===== config.mk =====
export PLATFORM = sky130hd
export DESIGN_NAME = control_unit
export DESIGN_NICKNAME = d
export VERILOG_FILES = /design/src/rtl/control_pkg.sv /design/src/rtl/mem_wait_timer.sv /design/src/rtl/control_unit.sv
export SDC_FILE = /design/constraint.sdc
export NUM_CORES = 1
export LEC_CHECK = 0
export ABC_AREA = 1
export BUFFER_PORTS_ARGS = -buffer_cell sky130_fd_sc_hd__buf_4
export CAP_MARGIN = 20
export CORE_ASPECT_RATIO = 1.2
export CORE_UTILIZATION = 46
export DETAILED_ROUTE_END_ITERATION = 6
export PLACE_DENSITY = 0.86
export SYNTH_ARGS = -nofsm -noshare
export SYNTH_HDL_FRONTEND = slang
export SYNTH_SLANG_ARGS = --single-unit

===== constraint.sdc =====
create_clock -name clk -period 3.8 [get_ports clk]
set_input_delay 0.76 -clock clk [delete_from_list [all_inputs] [get_ports clk]]
set_output_delay 0.76 -clock clk [all_outputs]
set_load 0.02 [all_outputs]

===== src/rtl/control_pkg.sv =====
`default_nettype none
// +-----------------------------------------------------------------------+
// | control_pkg                                                           |
// | Shared FSM state, opcode and datapath-select encodings for the core.  |
// | Revision: 1.0                                                         |
// +-----------------------------------------------------------------------+
package control_pkg;

  typedef enum logic [3:0] {
    FETCH      = 4'd0,
    FETCH_WAIT = 4'd1,
    DECODE     = 4'd2,
    EXEC_R     = 4'd3,
    EXEC_I     = 4'd4,
    ADDR       = 4'd5,
    LOAD       = 4'd6,
    LOAD_WB    = 4'd7,
    STORE      = 4'd8,
    BRANCH     = 4'd9,
    JAL        = 4'd10,
    JALR       = 4'd11,
    LUI        = 4'd12,
    ALU_WB     = 4'd13,
    HALT       = 4'd14,
    ERROR      = 4'd15
  } state_t;

  localparam logic [6:0] c_op_r      = 7'b0110011;
  localparam logic [6:0] c_op_i      = 7'b0010011;
  localparam logic [6:0] c_op_load   = 7'b0000011;
  localparam logic [6:0] c_op_store  = 7'b0100011;
  localparam logic [6:0] c_op_branch = 7'b1100011;
  localparam logic [6:0] c_op_jal    = 7'b1101111;
  localparam logic [6:0] c_op_jalr   = 7'b1100111;
  localparam logic [6:0] c_op_lui    = 7'b0110111;
  localparam logic [6:0] c_op_system = 7'b1110011;

  localparam logic [2:0] c_f3_beq = 3'b000;
  localparam logic [2:0] c_f3_bne = 3'b001;

  localparam logic [2:0] c_imm_i  = 3'd0;
  localparam logic [2:0] c_imm_s  = 3'd1;
  localparam logic [2:0] c_imm_sb = 3'd2;
  localparam logic [2:0] c_imm_u  = 3'd3;
  localparam logic [2:0] c_imm_uj = 3'd4;

  localparam logic [2:0] c_alu_add = 3'd0;
  localparam logic [2:0] c_alu_sub = 3'd1;
  localparam logic [2:0] c_alu_r   = 3'd2;
  localparam logic [2:0] c_alu_i   = 3'd3;

  localparam logic [1:0] c_a_pc   = 2'd0;
  localparam logic [1:0] c_a_rs1  = 2'd1;
  localparam logic [1:0] c_a_zero = 2'd2;

  localparam logic [1:0] c_b_rs2  = 2'd0;
  localparam logic [1:0] c_b_four = 2'd1;
  localparam logic [1:0] c_b_imm  = 2'd2;

  localparam logic [1:0] c_pc_alu    = 2'd0;
  localparam logic [1:0] c_pc_target = 2'd1;
  localparam logic [1:0] c_pc_jalr   = 2'd2;

  // Opcode dispatch out of DECODE; anything unrecognised traps.
  function automatic state_t dispatch(input logic [6:0] opcode);
    case (opcode)
      c_op_r:               dispatch = EXEC_R;
      c_op_i:               dispatch = EXEC_I;
      c_op_load, c_op_store: dispatch = ADDR;
      c_op_branch:          dispatch = BRANCH;
      c_op_jal:             dispatch = JAL;
      c_op_jalr:            dispatch = JALR;
      c_op_lui:             dispatch = LUI;
      c_op_system:          dispatch = HALT;
      default:              dispatch = ERROR;
    endcase
  endfunction

endpackage
`default_nettype wire


===== src/rtl/mem_wait_timer.sv =====
`default_nettype none
// +-----------------------------------------------------------------------+
// | mem_wait_timer                                                        |
// | Counts stalled memory-wait cycles and flags a bus timeout.            |
// | Revision: 1.0                                                         |
// +-----------------------------------------------------------------------+
module mem_wait_timer #(
  parameter int MEM_TIMEOUT = 15
) (
  input  logic clk,
  input  logic reset,
  input  logic active,
  input  logic mem_ready,
  output logic timeout
);

  localparam int c_cnt_w = $clog2(MEM_TIMEOUT + 1);
  localparam logic [c_cnt_w-1:0] c_last = c_cnt_w'(MEM_TIMEOUT - 1);

  logic [c_cnt_w-1:0] r_count;
  logic               w_stall;

  assign w_stall = active && !mem_ready;
  // Ready in the final permitted cycle still completes the access.
  assign timeout = w_stall && (r_count == c_last);

  always_ff @(posedge clk or posedge reset) begin
    if (reset) begin
      r_count <= '0;
    end else if (w_stall && !timeout) begin
      r_count <= r_count + 1'b1;
    end else begin
      r_count <= '0;
    end
  end

endmodule
`default_nettype wire


===== src/rtl/control_unit.sv =====
`default_nettype none
// +-----------------------------------------------------------------------+
// | control_unit                                                          |
// | Multi-cycle RV32 subset control FSM with memory-wait timeout.         |
// | Revision: 1.0                                                         |
// +-----------------------------------------------------------------------+
module control_unit
  import control_pkg::*;
#(
  parameter int MEM_TIMEOUT = 15
) (
  input  logic        clk,
  input  logic        reset,
  input  logic [31:0] instr,
  input  logic        zero,
  input  logic        mem_ready,
  output logic        ir_write,
  output logic        pc_write,
  output logic [1:0]  pc_src,
  output logic        mem_read,
  output logic        mem_write,
  output logic [2:0]  imm_type,
  output logic [1:0]  alu_src_a,
  output logic [1:0]  alu_src_b,
  output logic [2:0]  alu_op,
  output logic        reg_write,
  output logic        mem_to_reg,
  output logic        halt,
  output logic        error
);

  state_t     r_state;
  state_t     w_next_state;
  logic       w_wait_active;
  logic       w_timeout;
  logic [6:0] w_opcode;
  logic [2:0] w_funct3;
  logic       w_unused_instr;

  assign w_opcode       = instr[6:0];
  assign w_funct3       = instr[14:12];
  assign w_unused_instr = ^{instr[31:15], instr[11:7]};
  assign w_wait_active  = (r_state == FETCH_WAIT) || (r_state == LOAD) ||
                          (r_state == STORE);

  mem_wait_timer #(
    .MEM_TIMEOUT (MEM_TIMEOUT)
  ) u_mem_wait_timer (
    .clk       (clk),
    .reset     (reset),
    .active    (w_wait_active),
    .mem_ready (mem_ready),
    .timeout   (w_timeout)
  );

  always_ff @(posedge clk or posedge reset) begin
    if (reset) begin
      r_state <= FETCH;
    end else begin
      r_state <= w_next_state;
    end
  end

  always_comb begin
    w_next_state = r_state;
    ir_write     = 1'b0;
    pc_write     = 1'b0;
    pc_src       = c_pc_alu;
    mem_read     = 1'b0;
    mem_write    = 1'b0;
    imm_type     = c_imm_i;
    alu_src_a    = c_a_pc;
    alu_src_b    = c_b_rs2;
    alu_op       = c_alu_add;
    reg_write    = 1'b0;
    mem_to_reg   = 1'b0;
    halt         = 1'b0;
    error        = 1'b0;

    case (r_state)
      FETCH: begin
        mem_read     = 1'b1;
        w_next_state = FETCH_WAIT;
      end
      FETCH_WAIT: begin
        mem_read  = 1'b1;
        alu_src_a = c_a_pc;
        alu_src_b = c_b_four;
        alu_op    = c_alu_add;
        pc_src    = c_pc_alu;
        // IR and PC+4 are captured in the cycle the fetch data is valid.
        if (mem_ready) begin
          ir_write     = 1'b1;
          pc_write     = 1'b1;
          w_next_state = DECODE;
        end else if (w_timeout) begin
          w_next_state = ERROR;
        end
      end
      DECODE: begin
        imm_type     = c_imm_sb;
        alu_src_a    = c_a_pc;
        alu_src_b    = c_b_imm;
        alu_op       = c_alu_add;
        w_next_state = dispatch(w_opcode);
      end
      EXEC_R: begin
        alu_src_a    = c_a_rs1;
        alu_src_b    = c_b_rs2;
        alu_op       = c_alu_r;
        w_next_state = ALU_WB;
      end
      EXEC_I: begin
        imm_type     = c_imm_i;
        alu_src_a    = c_a_rs1;
        alu_src_b    = c_b_imm;
        alu_op       = c_alu_i;
        w_next_state = ALU_WB;
      end
      ADDR: begin
        alu_src_a = c_a_rs1;
        alu_src_b = c_b_imm;
        alu_op    = c_alu_add;
        if (w_opcode == c_op_store) begin
          imm_type     = c_imm_s;
          w_next_state = STORE;
        end else begin
          imm_type     = c_imm_i;
          w_next_state = LOAD;
        end
      end
      LOAD: begin
        mem_read = 1'b1;
        if (mem_ready) begin
          w_next_state = LOAD_WB;
        end else if (w_timeout) begin
          w_next_state = ERROR;
        end
      end
      LOAD_WB: begin
        reg_write    = 1'b1;
        mem_to_reg   = 1'b1;
        w_next_state = FETCH;
      end
      STORE: begin
        mem_write = 1'b1;
        if (mem_ready) begin
          w_next_state = FETCH;
        end else if (w_timeout) begin
          w_next_state = ERROR;
        end
      end
      BRANCH: begin
        alu_src_a    = c_a_rs1;
        alu_src_b    = c_b_rs2;
        alu_op       = c_alu_sub;
        w_next_state = FETCH;
        case (w_funct3)
          c_f3_beq: begin
            pc_write = zero;
            pc_src   = zero ? c_pc_target : c_pc_alu;
          end
          c_f3_bne: begin
            pc_write = !zero;
            pc_src   = zero ? c_pc_alu : c_pc_target;
          end
          default: w_next_state = ERROR;
        endcase
      end
      JAL: begin
        imm_type     = c_imm_uj;
        alu_src_a    = c_a_pc;
        alu_src_b    = c_b_imm;
        alu_op       = c_alu_add;
        pc_src       = c_pc_alu;
        pc_write     = 1'b1;
        reg_write    = 1'b1;
        w_next_state = FETCH;
      end
      JALR: begin
        imm_type     = c_imm_i;
        alu_src_a    = c_a_rs1;
        alu_src_b    = c_b_imm;
        alu_op       = c_alu_add;
        pc_src       = c_pc_jalr;
        pc_write     = 1'b1;
        reg_write    = 1'b1;
        w_next_state = FETCH;
      end
      LUI: begin
        imm_type     = c_imm_u;
        alu_src_a    = c_a_zero;
        alu_src_b    = c_b_imm;
        alu_op       = c_alu_add;
        w_next_state = ALU_WB;
      end
      ALU_WB: begin
        reg_write    = 1'b1;
        w_next_state = FETCH;
      end
      HALT: begin
        halt = 1'b1;
      end
      ERROR: begin
        halt  = 1'b1;
        error = 1'b1;
      end
      default: w_next_state = ERROR;
    endcase

    // Strobes must drop the instant reset rises, not at the next edge.
    if (reset) begin
      w_next_state = FETCH;
      ir_write     = 1'b0;
      pc_write     = 1'b0;
      pc_src       = c_pc_alu;
      mem_read     = 1'b0;
      mem_write    = 1'b0;
      imm_type     = c_imm_i;
      alu_src_a    = c_a_pc;
      alu_src_b    = c_b_rs2;
      alu_op       = c_alu_add;
      reg_write    = 1'b0;
      mem_to_reg   = 1'b0;
      halt         = 1'b0;
      error        = 1'b0;
    end
  end

endmodule
`default_nettype wire


== Word level (Yosys, flattened, before mapping) ==
Cells that the tools add are included.

* Add/subtract/negate cells: 1
* Muxes and demuxes: 42
* Equality and inequality tests: 26
* Reduce and logical (&&, ||, !) cells: 20

{| class="wikitable"
|+ Operators by type and width
! kind !! number
|-
| $eq 4x4->1 const B || 9
|-
| $pmux 4 s9 || 1
|-
| $mux 4 || 8
|-
| $pmux 4 s8 || 1
|-
| $eq 7x7->1 const B || 4
|-
| $eq 7x6->1 const B || 3
|-
| $mux 1 || 19
|-
| $eq 4x3->1 const B || 4
|-
| $pmux 2 s2 || 3
|-
| $pmux 3 s4 || 1
|-
| $reduce_bool 10->1 || 1
|-
| $eq 4x2->1 const B || 2
|-
| $reduce_or 2->1 || 4
|-
| $eq 7x2->1 const B || 1
|-
| $eq 7x5->1 const B || 1
|-
| $mux 2 || 3
|-
| $mux 3 || 2
|-
| $pmux 2 s3 || 1
|-
| $reduce_or 3->1 || 2
|-
| $reduce_or 6->1 || 1
|-
| $reduce_or 5->1 || 1
|-
| $add 4x1->4 const B || 1
|-
| $eq 4x1->1 const B || 1
|-
| $logic_not 4->1 || 1
|-
| other kinds (8) || 14
|}

* Flip-flop bits (word level): 8
* Input bits: 36
* Output and inout port bits: 20
* Word-level logic and storage cells: 91

== Longest topological paths before layout ==
* Depth in word-level cells: 9
* Gate-level depth with buffers: 12
* Depth with buffers taken out: 12

== Modules after synthesis ==
From an unflattened synthesis, not the netlist that was laid out.

* Cells, all modules: 186
* Area, all modules: 1023.5 um^2

{| class="wikitable"
|+ By module, submodules not included
! module !! area each (um^2) !! cells an instance !! seq. area each (um^2) !! times used
|-
| control_unit || 823.3 || 163 || 100.1 || 1
|-
| mem_wait_timer || 200.2 || 23 || 100.1 || 1
|}

== Least setup slack after synthesis ==
Ideal clock, no wire load.

* Path kind: input-to-output
* Start point: input port reset
* End point: output port error
* Arrival: 1818 ps
* Slack: 1222 ps
* Data required time: 3040 ps
* Cell stages on the path: 4
* Buffers on the path: 1
* Cell sequence: clkbuf_1 > nor3_2 > inv_1 > nor2_1

* Longest elaborated chain between the ends: 1

{| class="wikitable"
|+ RTL lines
! item !! RTL line !! RTL
|-
| from (decl) || control_unit.sv:13 || <nowiki>input logic reset,</nowiki>
|-
| $mux 1 || control_unit.sv:212 || <nowiki>if (reset) begin</nowiki>
|-
| to (decl) || control_unit.sv:29 || <nowiki>output logic error</nowiki>
|}

No other way between the ends.

== Final worst setup path ==
* Start point: input port instr[3]
* End point: output port imm_type[0]

* Longest elaborated chain between the ends: 4

{| class="wikitable"
|+ RTL lines
! item !! RTL line !! RTL
|-
| from (decl) || control_unit.sv:14 || <nowiki>input logic [31:0] instr,</nowiki>
|-
| $eq 7x6->1 || control_unit.sv:124 || <nowiki>if (w_opcode == c_op_store) begin</nowiki>
|-
| $mux 1 || control_unit.sv:124 ||
|-
| $pmux 3 s4 || control_unit.sv:80 || <nowiki>case (r_state)</nowiki>
|-
| $mux 3 || control_unit.sv:212 ||
|-
| to (decl) || control_unit.sv:22 || <nowiki>output logic [2:0] imm_type,</nowiki>
|}

No other way between the ends.

==> run metrics <==
crit path capture imm_type[0]; GRT Util Overall 22.7%; initial core utilization 50.0%; post-route clock period utilization 67.7%; cell depth of the worst flop-to-flop path 9; dominant synthesized flop cell dfrtp_1; critical path class in -> out; Synth Warn # 0; CP peak stage delay 0.20 ns; Num CTS Buffers 3; Final ANT Viol Nets 0; CP Cell Sequence buf_4 -> inv_1 -> nand2_1 -> nor2_2 -> nand3_1 -> nor2_4 -> nand2_1 -> o21ai_0 -> buf_4; final-report max-slew violation count 0; crit path DAT 1.81 ns; clk root buf clkbuf_4; share of layout cells above drive strength 1 23.9%; Die Wd 43.2 um; Synth Area in Compound Gates 10.3%; most common cell in the synthesized netlist nand2_1; maxcap violations 0; register area 200 sq um; R2R Path Start r_state[3]; Syn Nets 207; Distinct cells, synth 29; final hold vios 0; IO Pins 56; Post-CTS Hold Fix Bufs 0; cell taking the most area after synthesis nand2_1; routed length per placed instance 10.3 um; ANT cells 0; WP data required 3.04 ns; FF+latch count, synth 8; mux share of post-synthesis cell area 0%; post-synthesis async set-or-reset flop share 100%; register area share after synthesis 21.4%; setup TNS 0 ns; mapped cell area 936 sq um; Synth Area in Adders 2.67%; largest net degree at the start of global routing 19; CP startpoint kind input port; 1st-pass router iterations 4; Fillers 183; initial drt markers 30; Die Ht 51.4 um; final critical-path required period 2.57 ns; Clock Sinks 8; Final Skew 0.000512 ns; area grow syn2layout 29.0%; crit end category output port; number of cell rows 17; Placer Congestion 0.898; r2r endpoint r_state[1]; Hold Path Class reg -> reg; initial antenna violation count 0; Yosys top cell area share 21.7%; Nets 241; outcome complete, no violations; Leak 0.688 nW; maximum clock insertion buffer count 2; hpwl dp 1.87 mm; Finish-stage setup viols 0; setup bufs post-CTS 0; vias in the first global route 1040; RSZ-0062 raised after global routing false; XOR/XNOR Fraction of Synth Area 2.81%; fmax 389 MHz; post-CTS sizing 0; worst vdd ir 0.341 mV; vias post-DR 1118; Avg Cell Area, Syn 5.54 sq um; crit path max fanout 6; synth top area cells nand2_1, dfrtp_1, nor2_1; clk slew on worst S/H paths 0.05 ns; # port buffers 32; largest family of logic cells by synthesized area simple AND/OR/NAND/NOR gates; Setup crit start instr[3]; Post-Synthesis Cells 169; Synth Area in Simple Gates 50.0%; pre-CTS WS 1.24 ns; post-route DRC violation count 0; area of the multi-input gates 619 sq um; H-tree depth 1; CORE AREA 0.00187 sq mm; Skew-Pair Late Insertion Delay 0.25 ns; die area 0.00222 sq mm; vias per std cell 5.08; top cells by count, synth nand2_1, nor2_1, inv_1; crit path setup slack, layout 1.23 ns; GRT overflow 0; TritonCTS clock tree yes; first-pass GRT wire length 3.97 mm; Total Wirelength 2.26 mm; number of flops mapped to enable cells by yosys 0; P per Cell Area 529 mW/mm^2; flop2flop setup slack 2.25 ns; hold_sp u_mem_wait_timer.r_count[0]; CP max-delay cell nor2_2
==> power breakdown <==
part	total, mW	switching (mW)	internal, mW
Sequential	0.149	0.0383	0.110
Combinational	0.425	0.272	0.154
Clock	0.0646	0.0285	0.0361
==> metal layers <==
metal	GRT usage, %	routed length (um)	vias up
met5	0	0	-
met4	11.6	20	0
met3	2.83	121	2
met2	39.6	1180	33
met1	26.8	940	491
li1	-	-	592
==> cell usage in the layout, fill, tap and decap left out, drive strengths merged <==
master  synthesis  routed
buf             2      32
xnor2           1       1
nor4            1       1
conb            1       1
dfrtp           8       8
o21ai           4       4
ha              2       2
o22ai           1       1
nand2          55      55
nand3          13      13
nor2           38      38
clkbuf          1       3
a41oi           2       2
o211ai          2       2
nor3            1       1
a22oi           1       1
inv            27      27
nand4           1       1
a31oi           1       1
and2            1       1
a21oi           4       4
xor2            2       2
==> critical path, delay by kind of cell <==
family | cells | cell delay [ns]
AOI/OAI and AO/OA | 1 | 0.10
buffers and inverters | 3 | 0.34
and+or+nand+nor | 5 | 0.61
==> stage by stage <==
| stage | instance area, sq um | hold slack (ns) | instances | total power [mW] | util (%) |
|---|---|---|---|---|---|
| floorplan | 936 | 0.452 | 169 | 0.446 | - |
| global placement | 1180 | 0.476 | 217 | 0.555 | 63.3 |
| detailed placement | 1180 | 0.473 | 217 | 0.570 | 63.3 |
| CTS | 1210 | 0.480 | 220 | 0.638 | 64.5 |
| global route | 1210 | 0.513 | 220 | 0.703 | 64.5 |
| finish | 1210 | 0.480 | 220 | 0.638 | 64.5 |
==> sequential cells by signal, summed over array words and instances (netlist names) <==
register,cells
r_state,4
u_mem_wait_timer.r_count,4
==> kinds of logic after synthesis <==
kind of cell    count (synthesis)
compound gates                 15
xor+xnor                        3
fa+ha+maj                       2
buf+inv                        30
flops                           8
other cells                     1
simple gates                  110
==> final cells by class <==
class                   instances  share of cell area (%)
clock buffers                   3                    1.87
multi-input cells             131                    51.3
repair buffers                 32                    19.9
well taps                      19                    1.97
inverters                      27                    8.39
flip-flops and latches          8                    16.6
==> how the worst min path moves through the flow <==
stage	endpoint	slack [ns]	cells past startpoint
floorplan	u_mem_wait_timer.r_count[0]	0.45	1
global placement	u_mem_wait_timer.r_count[0]	0.48	1
detailed placement	u_mem_wait_timer.r_count[0]	0.47	1
CTS	u_mem_wait_timer.r_count[0]	0.48	1
global route	u_mem_wait_timer.r_count[0]	0.51	1
finish	u_mem_wait_timer.r_count[0]	0.48	1
No activity file was read; power rests on OpenSTA's default activity.
